==> config.mk <==
export PLATFORM = sky130hd
export DESIGN_NAME = hartslag_conditioner
export DESIGN_NICKNAME = d
export VERILOG_FILES = /design/src/rtl/hartslag_conditioner_pkg.sv /design/src/rtl/hs_debounce.sv /design/src/rtl/hartslag_conditioner.sv
export SDC_FILE = /design/constraint.sdc
export NUM_CORES = 1
export LEC_CHECK = 0
export ABC_AREA = 1
export CORE_MARGIN = 3
export CORE_UTILIZATION = 34
export DETAILED_ROUTE_END_ITERATION = 6
export GPL_TIMING_DRIVEN = 0
export SYNTH_ARGS = -nofsm -noshare
export SYNTH_HDL_FRONTEND = slang
export SYNTH_SLANG_ARGS = --single-unit
export TNS_END_PERCENT = 5
==> constraint.sdc <==
create_clock -name clk -period 2.9 [get_ports clk]
set_clock_uncertainty 0.05 [all_clocks]
set_input_delay 0.87 -clock clk [delete_from_list [all_inputs] [get_ports clk]]
set_output_delay 0.87 -clock clk [all_outputs]
set_load 0.1 [all_outputs]
==> src/rtl/hartslag_conditioner_pkg.sv <==
// Shared types and default timing constants for the heartbeat front-end
// and the downstream heart-rate stage.
package hartslag_conditioner_pkg;

  typedef enum logic [1:0] {
    ST_IDLE    = 2'd0,
    ST_ACQUIRE = 2'd1,
    ST_TRACK   = 2'd2,
    ST_LOST    = 2'd3
  } hs_state_e;

  localparam int DEF_SYNC_STAGES  = 2;
  localparam int DEF_DEBOUNCE_CYC = 16;
  localparam int DEF_TICK_DIV     = 1000;
  localparam int DEF_MIN_IBI_MS   = 250;
  localparam int DEF_MAX_IBI_MS   = 2000;
  localparam int DEF_IBI_W        = 12;

endpackage

==> src/rtl/hs_debounce.sv <==
// Synchroniser, level debouncer and rising-edge detector for the raw sensor line.
// rise is a one-cycle strobe registered together with the debounced level going high.
module hs_debounce
  import hartslag_conditioner_pkg::*;
#(
  parameter int SYNC_STAGES  = DEF_SYNC_STAGES,
  parameter int DEBOUNCE_CYC = DEF_DEBOUNCE_CYC
) (
  input  logic clk,
  input  logic reset,
  input  logic raw,
  output logic db,
  output logic rise
);

  localparam int CW = $clog2(DEBOUNCE_CYC + 1);

  logic [SYNC_STAGES-1:0] sync_q;
  logic [CW-1:0]          cnt_q;
  logic                   db_q;
  logic                   rise_q;
  logic                   sync_lvl;

  assign sync_lvl = sync_q[SYNC_STAGES-1];

  // The count only advances while the synchronised level disagrees with db;
  // any agreement (a glitch back) restarts it from zero.
  always_ff @(posedge clk or negedge reset) begin
    if (!reset) begin
      sync_q <= '0;
      cnt_q  <= '0;
      db_q   <= 1'b0;
      rise_q <= 1'b0;
    end else begin
      sync_q <= {sync_q[SYNC_STAGES-2:0], raw};
      rise_q <= 1'b0;
      if (sync_lvl == db_q) begin
        cnt_q <= '0;
      end else if (cnt_q == CW'(DEBOUNCE_CYC - 1)) begin
        cnt_q  <= '0;
        db_q   <= sync_lvl;
        rise_q <= sync_lvl;
      end else begin
        cnt_q <= cnt_q + 1'b1;
      end
    end
  end

  assign db   = db_q;
  assign rise = rise_q;

endmodule

==> src/rtl/hartslag_conditioner.sv <==
// Heartbeat conditioner: debounced beat detection, IBI measurement in ms,
// artefact rejection below the minimum IBI and sensor-loss detection.
module hartslag_conditioner
  import hartslag_conditioner_pkg::*;
#(
  parameter int SYNC_STAGES  = DEF_SYNC_STAGES,
  parameter int DEBOUNCE_CYC = DEF_DEBOUNCE_CYC,
  parameter int TICK_DIV     = DEF_TICK_DIV,
  parameter int MIN_IBI_MS   = DEF_MIN_IBI_MS,
  parameter int MAX_IBI_MS   = DEF_MAX_IBI_MS,
  parameter int IBI_W        = DEF_IBI_W
) (
  input  logic             clk,
  input  logic             reset,
  input  logic             enable,
  input  logic             sensorRaw,
  output logic             beatPulse,
  output logic [IBI_W-1:0] ibiMs,
  output logic             ibiValid,
  output logic             sensorLost,
  output logic [7:0]       artefactCnt
);

  localparam int PW = $clog2(TICK_DIV + 1);

  hs_state_e        state_q;
  logic [PW-1:0]    pre_q, pre_d;
  logic [IBI_W-1:0] ibi_q, ibi_d;
  logic [IBI_W-1:0] ibi_ms_q;
  logic [7:0]       art_q;
  logic             pulse_q, valid_q, lost_q;
  logic             db_w, rise_w, cand, tick, at_max;

  hs_debounce #(
    .SYNC_STAGES (SYNC_STAGES),
    .DEBOUNCE_CYC(DEBOUNCE_CYC)
  ) u_debounce (
    .clk  (clk),
    .reset(reset),
    .raw  (sensorRaw),
    .db   (db_w),
    .rise (rise_w)
  );

  assign cand = rise_w & db_w;
  assign tick = (pre_q == PW'(TICK_DIV - 1));

  // ibi_d already includes a tick landing this cycle, so a beat exactly
  // N ms after the previous one measures N.
  always_comb begin
    pre_d = tick ? '0 : pre_q + 1'b1;
    ibi_d = ibi_q;
    if (tick && (ibi_q != IBI_W'(MAX_IBI_MS))) begin
      ibi_d = ibi_q + 1'b1;
    end
  end

  assign at_max = (ibi_d == IBI_W'(MAX_IBI_MS));

  always_ff @(posedge clk or negedge reset) begin
    if (!reset) begin
      state_q  <= ST_IDLE;
      pre_q    <= '0;
      ibi_q    <= '0;
      ibi_ms_q <= '0;
      art_q    <= '0;
      pulse_q  <= 1'b0;
      valid_q  <= 1'b0;
      lost_q   <= 1'b0;
    end else begin
      pulse_q <= 1'b0;
      valid_q <= 1'b0;
      pre_q   <= pre_d;
      ibi_q   <= ibi_d;
      if (!enable) begin
        state_q <= ST_IDLE;
        lost_q  <= 1'b0;
        pre_q   <= '0;
        ibi_q   <= '0;
      end else begin
        case (state_q)
          ST_IDLE: begin
            state_q <= ST_ACQUIRE;
            pre_q   <= '0;
            ibi_q   <= '0;
          end
          ST_ACQUIRE: begin
            if (cand) begin
              pulse_q <= 1'b1;
              pre_q   <= '0;
              ibi_q   <= '0;
              state_q <= ST_TRACK;
            end
          end
          ST_TRACK: begin
            if (cand) begin
              if (ibi_d < IBI_W'(MIN_IBI_MS)) begin
                if (art_q != 8'hFF) art_q <= art_q + 1'b1;
              end else begin
                pulse_q  <= 1'b1;
                valid_q  <= 1'b1;
                ibi_ms_q <= ibi_d;
                pre_q    <= '0;
                ibi_q    <= '0;
              end
            end else if (at_max) begin
              state_q <= ST_LOST;
              lost_q  <= 1'b1;
            end
          end
          ST_LOST: begin
            if (cand) begin
              pulse_q <= 1'b1;
              pre_q   <= '0;
              ibi_q   <= '0;
              lost_q  <= 1'b0;
              state_q <= ST_TRACK;
            end
          end
          default: state_q <= ST_IDLE;
        endcase
      end
    end
  end

  assign beatPulse   = pulse_q;
  assign ibiValid    = valid_q;
  assign ibiMs       = ibi_ms_q;
  assign sensorLost  = lost_q;
  assign artefactCnt = art_q;

endmodule

# Word level (Yosys, flattened, before mapping)
# Index checks and enable logic that the tools add are counted.
[word_totals]
regBits = 56
wordCells = 75
[classes]
n_bitwise = 3
n_eq_ne = 14
n_lt_le_gt_ge = 1
n_addsub = 4
mux = 33
reduce_logical = 8
[op_table]
columns = ["operator", "n"]
rows = [
  ["$mux W12", 5],
  ["$mux W10", 5],
  ["$pmux W12 S3", 1],
  ["$pmux W10 S3", 1],
  ["$add A12 B1 Y12 const B", 1],
  ["$eq A12 B11 Y1 const B", 1],
  ["$lt A12 B8 Y1 const B", 1],
  ["$mux W1", 12],
  ["$ne A12 B11 Y1 const B", 1],
  ["$add A10 B1 Y10 const B", 1],
  ["$eq A10 B10 Y1 const B", 1],
  ["$mux W5", 2],
  ["$ne A3 B3 Y1 const B", 3],
  ["$add A8 B1 Y8 const B", 1],
  ["$mux W2", 4],
  ["$ne A8 B8 Y1 const B", 1],
  ["$reduce_and A4 Y1", 2],
  ["$pmux W2 S3", 1],
  ["$add A5 B1 Y5 const B", 1],
  ["$eq A5 B4 Y1 const B", 1],
  ["$reduce_and A5 Y1", 1],
  ["$eq A2 B2 Y1 const B", 2],
  ["$pmux W1 S2", 2],
  ["$ne A3 B1 Y1 const B", 1],
  ["10 further kinds", 11],
]

# Longest topological paths before layout
[logic_depth]
word_depth = 8
mapped_depth = 17
mapped_depth_nobuf = 16

# Cells and area by module
# Synthesis repeated with hierarchy kept, for this count alone.
[unflattened]
cells_unflattened = 368
hier_area_um2 = 2975.4
[modules_own_cells]
columns = ["mod", "cells_each", "area_per_inst_um2", "n_inst", "seq_area_each_um2"]
rows = [
  ["hartslag_conditioner", 330, 2620.0, 1, 1176.1],
  ["hs_debounce", 38, 355.3, 1, 225.2],
]

# Worst setup path before layout
# No wires, ideal clock.
[synth_timing]
path_type = "flip-flop to flip-flop"
start = "register art_q[0], in the netlist artefactCnt[0]"
end = "register art_q[0], in the netlist artefactCnt[0]"
period_less_slack_ns = 2.422
setup_slack_ns = 0.478
arrival_ns = 2.209
setup_time_ns = 0.163
path_buffers = 0
stages_incl_launch_ff = 8
path_cell_list = "dfrtp_1 ha_1 nand3_1 nor3_1 nand3_1 nand2_1 nor2_4 xor2_1"
[synth_between]
elab_chain_len = 2
[synth_rtl]
columns = ["item", "line", "source"]
rows = [
  ["start: declaration", "hartslag_conditioner.sv:30", "logic [7:0] art_q;"],
  ["start signal: assignment", "hartslag_conditioner.sv:98", "if (art_q != 8'hFF) art_q <= art_q + 1'b1;"],
  ["parallel branches: the longest is 2 deep, another holds $add A8 B1 Y8", "n/a", ""],
]
# Several ways; the timed one is not identified.
# A chain may end at the register's enable or synchronous reset.

# Worst setup path in the final report
[layout_timing]
start = "register art_q[7], in the netlist artefactCnt[7]"
end = "output artefactCnt[7]"
[layout_lines]
columns = ["item", "line", "source"]
rows = [
  ["end: declaration", "hartslag_conditioner.sv:21", "output logic [7:0] artefactCnt"],
]
# No word-level cell between the ends.

==> results.cfg <==
[status]
status = finished, final reports clean

[power]
switchingPower_uw = 352
intPower_mw = 1.18
p_seq_share_pct = 52.8
switching_share_pct = 23.0
clkPwrFrac_pct = 40.4
power.total_mw = 1.53
ir_drop_uv = 271
power_density_mw_per_mm2 = 407
p_leak_nw = 1.78
p_comb_share_pct = 6.8

[clock_network]
cts_tree = yes
clock_latency_ns = 0.31
cts_sinks = 56
htree_levels = 2
root_buffer = clkbuf_8
clk_pin_slew_ns = 0.11
numCtsBuffers = 5
ctsHoldBuffers = 0
cts_resized = 0
clk_path_buf_depth = 2
postCtsSetupRepairBufs = 0

[route]
vias_per_cell = 4.87
drtPass1Iterations = 5
num_vias = 2627
totalWireLength_mm = 6.81
wire_per_inst_um = 12.6
drc = 0
postRouteAntennaNets = 0
drt_iter0_drc = 114

[sta]
slew_violations = 0
worst_slack_ns = 0.0704
fin_crit_sh_pct = 97.6
fmax_ghz = 0.353
setup_tns_ns = 0
grt_setup_unrepaired = false
slew_headroom_pct = 34.5
holdWs_ns = 0.323
finalHoldViolCount = 0
setup_viol = 0
tightest_slew_ns = 0.980
post-route-min-period_ns = 2.83

[setup_path]
worstSetupPathType = flop to output port
reg2reg_slack_ns = 0.38
critPathSlowestCell = clkdlybuf4s50_1
cp.buffers_inverters = 1
r2r-end = sensorLost
reg2reg_from = pre_q[0]
critPathLaunchType = flop
reg2regPathDepth = 15
path_max_fanout = 4
critical_path.endpoint_type = output port
crit_arrival_ns = 1.91
path_cells = clkdlybuf4s50_1
cpLargestDelayFamily = buffers and inverters
cpPeakStageDelay_ns = 1.16
crit_required_ns = 1.98

[global_route]
grt_pass1_wl_mm = 12.0
grt_use_met1_pct = 18.4
grt_pass1_vias = 2615
grt_max_degree = 33
grt_use_met2_pct = 24.0
use_met3_pct = 2.37
grt_util_all_layers_pct = 14.0
gr-max-usage-layer = met2
overflow = 0
grt_antenna_before_repair = 0

[floorplanning]
fp.dieH_um = 103
rows = 34
core_mm2 = 0.00893
initial_utilization_pct = 35.8
pin_count = 27
fp.dieW_um = 103
dieArea_mm2 = 0.0106

[synthesis]
synth_edf_count = 0
ys_types = 34
synth_top_cell_by_area = dfrtp_1
synth.avg_cell_area_um2 = 8.08
synth_ff_type = dfrtp_1
ys_ff_latch = 56
syn-cell-area_mm2 = 0.00320
synth_area_leaders = dfrtp_1 44%, nand2_1 14%, nor2_1 5.3%
async_flop_share_pct = 100
syn-instance-count = 396
synth_fp_nets = 405
ys_seq_area_share_pct = 43.8
yosysWarnings = 0
synth_top_area_share_pct = 43.8

[place]
pre_cts_slack_ns = 0.213
hpwlAfterDp_mm = 5.20
io_buffers = 26
gp_congestion = 0.867
dpl-instance-area_mm2 = 0.00361
place_inst = 531

[finish]
drive_above_1_share_pct = 15.3
final_area_mm2 = 0.00375
fin_util_pct = 42.0
nets = 439
n_antenna_cell = 0
finalNonFillerCells = 539
area_growth_syn_to_layout_pct = 17.1

[hold_path]
hold_start = u_debounce.sync_q[0]
hold-path-endpoint = u_debounce.sync_q[1]
whs_path_depth = 0
min_path_type = flop to flop

[flow_run]
maxCapViolations = 0
cell usage in the layout (no fill, tap or decap), types with 6 or more instances in the layout:
cell             count
nand2_1            119
dfrtp_1             56
nor2_1              45
inv_1               32
nand3_1             29
clkdlybuf4s50_1     25
nor2_2              12
xor2_1              10
o21ai_1             10
nand2_2              9
nand4_1              9
nor2_4               8
xnor2_1              6
nor3_1               6
cell usage after synthesis (5+ instances only):
cell type,instances
nand2_2,9
o21ai_1,10
nor2_2,12
nor2_4,8
inv_2,5
dfrtp_1,56
ha_1,5
xor2_1,10
inv_1,32
nor3_1,6
nand2_4,5
nand4_1,9
xnor2_1,6
nand2_1,119
nor2_1,45
nand3_1,29
power groups by stage:
stage	Clock, mW	Combinational, mW	Sequential, mW
floorplan	0	0.0688	0.818
global placement	0	0.101	0.820
detailed placement	0	0.107	0.821
CTS	0.641	0.108	0.806
global route	0.666	0.119	0.809
finish	0.617	0.104	0.806
final cells by class:
type                            instances  area, µm²
Timing Repair Buffer                   27        275
Multi-Input combinational cell        297       1600
Fill cell                             910       5180
Clock buffer                            5       68.8
Clock inverter                          3       68.8
Sequential cell                        56       1400
Tap cell                              108        135
Buffer                                  5       60.1
Inverter                               38        143
per-layer routing:
metal	routed length (µm)	share of wire, %	vias up
met3	230	3.4	8
met5	0	0	-
met4	85	1.2	0
li1	-	-	1320
met2	3360	49	44
met1	3130	46	1255
logic make-up after synthesis:
logic type                 count (synthesis)  synth area share, %
and+or+nand+nor                          255                 39.2
AOI/OAI and AO/OA                         21                 4.30
adders and majority gates                  5                 1.95
buffers and inverters                     43                 6.33
DFF                                       56                 43.8
xor gates and xnor gates                  16                 4.38
state kept, by name (all words and copies together), names as in the netlist:
signal	flops
pre_q	10
u_debounce.rise	1
sensorLost	1
ibi_q	12
artefactCnt	8
u_debounce.cnt_q	5
state_q	2
ibiMs	12
ibiValid	1
beatPulse	1
u_debounce.sync_q	2
u_debounce.db	1
worst max-delay path by stage:
stage	from	end	slack [ns]	cells after the start
finish	artefactCnt[7]	artefactCnt[7]	0.07	1
global route	artefactCnt[7]	artefactCnt[7]	0.004	1
detailed placement	enable	artefactCnt[2]	0.21	8
CTS	artefactCnt[7]	artefactCnt[7]	0.05	1
floorplan	artefactCnt[0]	artefactCnt[0]	0.48	7
global placement	reset	artefactCnt[2]	-0.90	1
No activity file was read; power rests on OpenSTA's default activity.
==> patch: new RTL, same settings <==
Encoding of `hs_state_e`: now one-hot (4 bits for 4 states).
--- a/src/rtl/hartslag_conditioner_pkg.sv
+++ b/src/rtl/hartslag_conditioner_pkg.sv
@@ -2,11 +2,11 @@
 // and the downstream heart-rate stage.
 package hartslag_conditioner_pkg;
 
-  typedef enum logic [1:0] {
-    ST_IDLE    = 2'd0,
-    ST_ACQUIRE = 2'd1,
-    ST_TRACK   = 2'd2,
-    ST_LOST    = 2'd3
+  typedef enum logic [3:0] {
+    ST_IDLE    = 4'b0001,
+    ST_ACQUIRE = 4'b0010,
+    ST_TRACK   = 4'b0100,
+    ST_LOST    = 4'b1000
   } hs_state_e;
 
   localparam int DEF_SYNC_STAGES  = 2;
Check against the original RTL: no difference found for any inputs over 10 cycles, from zero or initial values and one cycle with reset low; not proved beyond that.
==> patch against the unedited design <==
Synthesized area grew 0.12%. Setup slack lost 0.0059 ns. Wire length fell by 1.5%. Cell area rose by 2.2%. Power grew 11%. Fmax shrank 0.21%. Combinational power shrank 9%. Sequential cell count rose by 2. Critical endpoint is now artefactCnt[3].
==> patch: results (changes against the unedited design) <==
run_status:
  status: "completed"
clocking:
  post_cts_buffers: 0  # unchanged
  cts_buffer_depth: 2  # unchanged
  root_buffer: "clkbuf_8"
  worstSkewPairLatency_ns: 0.34  # +0.03 ns
  path_clk_slew_ns: 0.07  # -0.04 ns
  cts_hold_buf: 0  # unchanged
  ctsResizeCount: 0  # unchanged
  cts-buffers-inserted: 9  # +4
  ctsHtreeMaxLevel: 3  # +1
route:
  drtPass1Iterations: 4  # -1
  wire_per_inst_um: 12.0  # -5.0%
  drt_iter0_markers: 100  # -12%
  num_vias: 2620  # -0.27%
hold_path:
  hold_path_class: "register to register"
place:
  dpl-instance-area_um2: 3610  # +0.10%
  pre_cts_ws_ns: 0.168  # -0.0451 ns
  hpwl_um: 4930  # -5.2%
  io_buffer_count: 26  # unchanged
  place.gp.congestion: 0.809  # -6.6%
pwr:
  p_switching_w: 0.000403  # +15%
  peakVddDrop_v: 0.000226  # -17%
  p_leak_nw: 1.91  # +7.1%
worst_setup_path:
  critPathArrivalTime_ns: 1.92
  worstPathMaxFanout: 5  # +1
  slowest_stage: "clkdlybuf4s50_1"
  cp_top_family: "buffers and inverters"
  slowest_delay_ns: 1.16  # about the same
global_routing:
  antenna_found_initial: 0  # unchanged
  grt_pass1_vias: 2544  # -2.7%
  track_usage_pct: 14.2  # +0.20 points
  grt_pass1_wl_um: 11700  # -2.5%
  grt_max_degree: 36  # +9.1%
synthesis:
  ys.warnings.count: 0  # unchanged
  post_synth_num_cell_types: 28  # -18%
  synth_common_cells: "nand2_1, dfrtp_1, nor2_1"
  ys_async_sr_fraction_pct: 100  # unchanged
  ys.flop_type: "dfrtp_1"
  synthesis.nets: 417  # +3.0%
  synth.area.top_cells: "dfrtp_1, nand2_1, nor2_1"
  ys_seq_area_share_pct: 45.3  # +1.5 points
final_layout:
  final_nets: 455  # +3.6%
  diodes: 0  # unchanged
  fill_cells: 906  # -0.44%
  drive_gt1_share_pct: 17.7  # +2.4 points
timing:
  finalSetupViolCount: 0  # unchanged
  fin_crit_ns: 2.84  # +0.00588 ns
  tightestPinTransition_ns: 0.978  # -0.00135 ns
==> patch: worst paths after layout <==
check,startpoint,end,slack (ns),depth (start not counted)
max,artefactCnt[3]$_DFFE_PN0P_,artefactCnt[3],0.06,1
min,u_debounce.sync_q[0]$_DFF_PN0_,u_debounce.sync_q[1]$_DFF_PN0_,0.30,0
max reg2reg,ibi_q[0]$_DFF_PN0_,artefactCnt[5]$_DFFE_PN0P_,0.33,14
min reg2reg,u_debounce.sync_q[0]$_DFF_PN0_,u_debounce.sync_q[1]$_DFF_PN0_,0.30,0
max in group asynchronous,reset,state_q[0]$_DFFE_PN1P_,1.67,2
min in group asynchronous,reset,ibi_q[1]$_DFF_PN0_,0.47,1
==> patch: kinds of logic (layout without fill, tap and decap cells) <==
kind of cell,count (synthesis),count (layout),share of synthesized area [%]
fa+ha+maj,5,5,1.95
buf+inv,46,89,6.44
flops,58,58,45.3
compound gates,22,22,5.08
simple gates,260,260,36.5
xor+xnor,17,17,4.65
==> patch: layout make-up <==
cell class / count / area, µm² / area share, %
well taps: 108 / 135 / 3.53
flip-flops and latches: 58 / 1450 / 37.9
repair buffers: 27 / 288 / 7.51
clock inverters: 4 / 50.0 / 1.31
plain buffers: 5 / 52.6 / 1.37
inverters: 41 / 154 / 4.02
clock buffers: 12 / 155 / 4.05
multi-input cells: 304 / 1550 / 40.3
==> patch: power by group through the flow <==
stage,Clock [W],Combinational (W),Sequential [W]
6_report,0.000769,0.0000942,0.000833
5_1_grt,0.000840,0.000108,0.000834
4_1_cts,0.000794,0.0000972,0.000832
3_5_place_dp,0,0.0000969,0.000848
3_3_place_gp,0,0.0000931,0.000847
2_1_floorplan,0,0.0000484,0.000855
==> patch: per-layer routing <==
layer | vias to the layer above | share of wire (%) | GRT usage [%]
met3 | 10 | 3.3 | 3.99
li1 | 1358 | - | -
met4 | 0 | 1.6 | 6.08
met2 | 32 | 47 | 22.2
met1 | 1220 | 48 | 18.4
met5 | - | 0 | 0
==> patch: through the flow <==
stage               setup TNS, ns  cells  power, W  hold slack, ns
floorplan                       0    408  0.000903           0.281
global placement           -63.48    542  0.000940           0.286
detailed placement              0    543  0.000945           0.291
CTS                             0    559   0.00172           0.307
global route                    0    559   0.00178           0.321
finish                          0    559   0.00170           0.304
==> patch: worst reg2reg max path: cells and delay by family (launching register included) <==
family                     cells  cell delay [ns]
and+or+nand+nor               11             1.42
DFF                            1             0.47
buffers and inverters          2             0.34
adders and majority gates      1             0.18
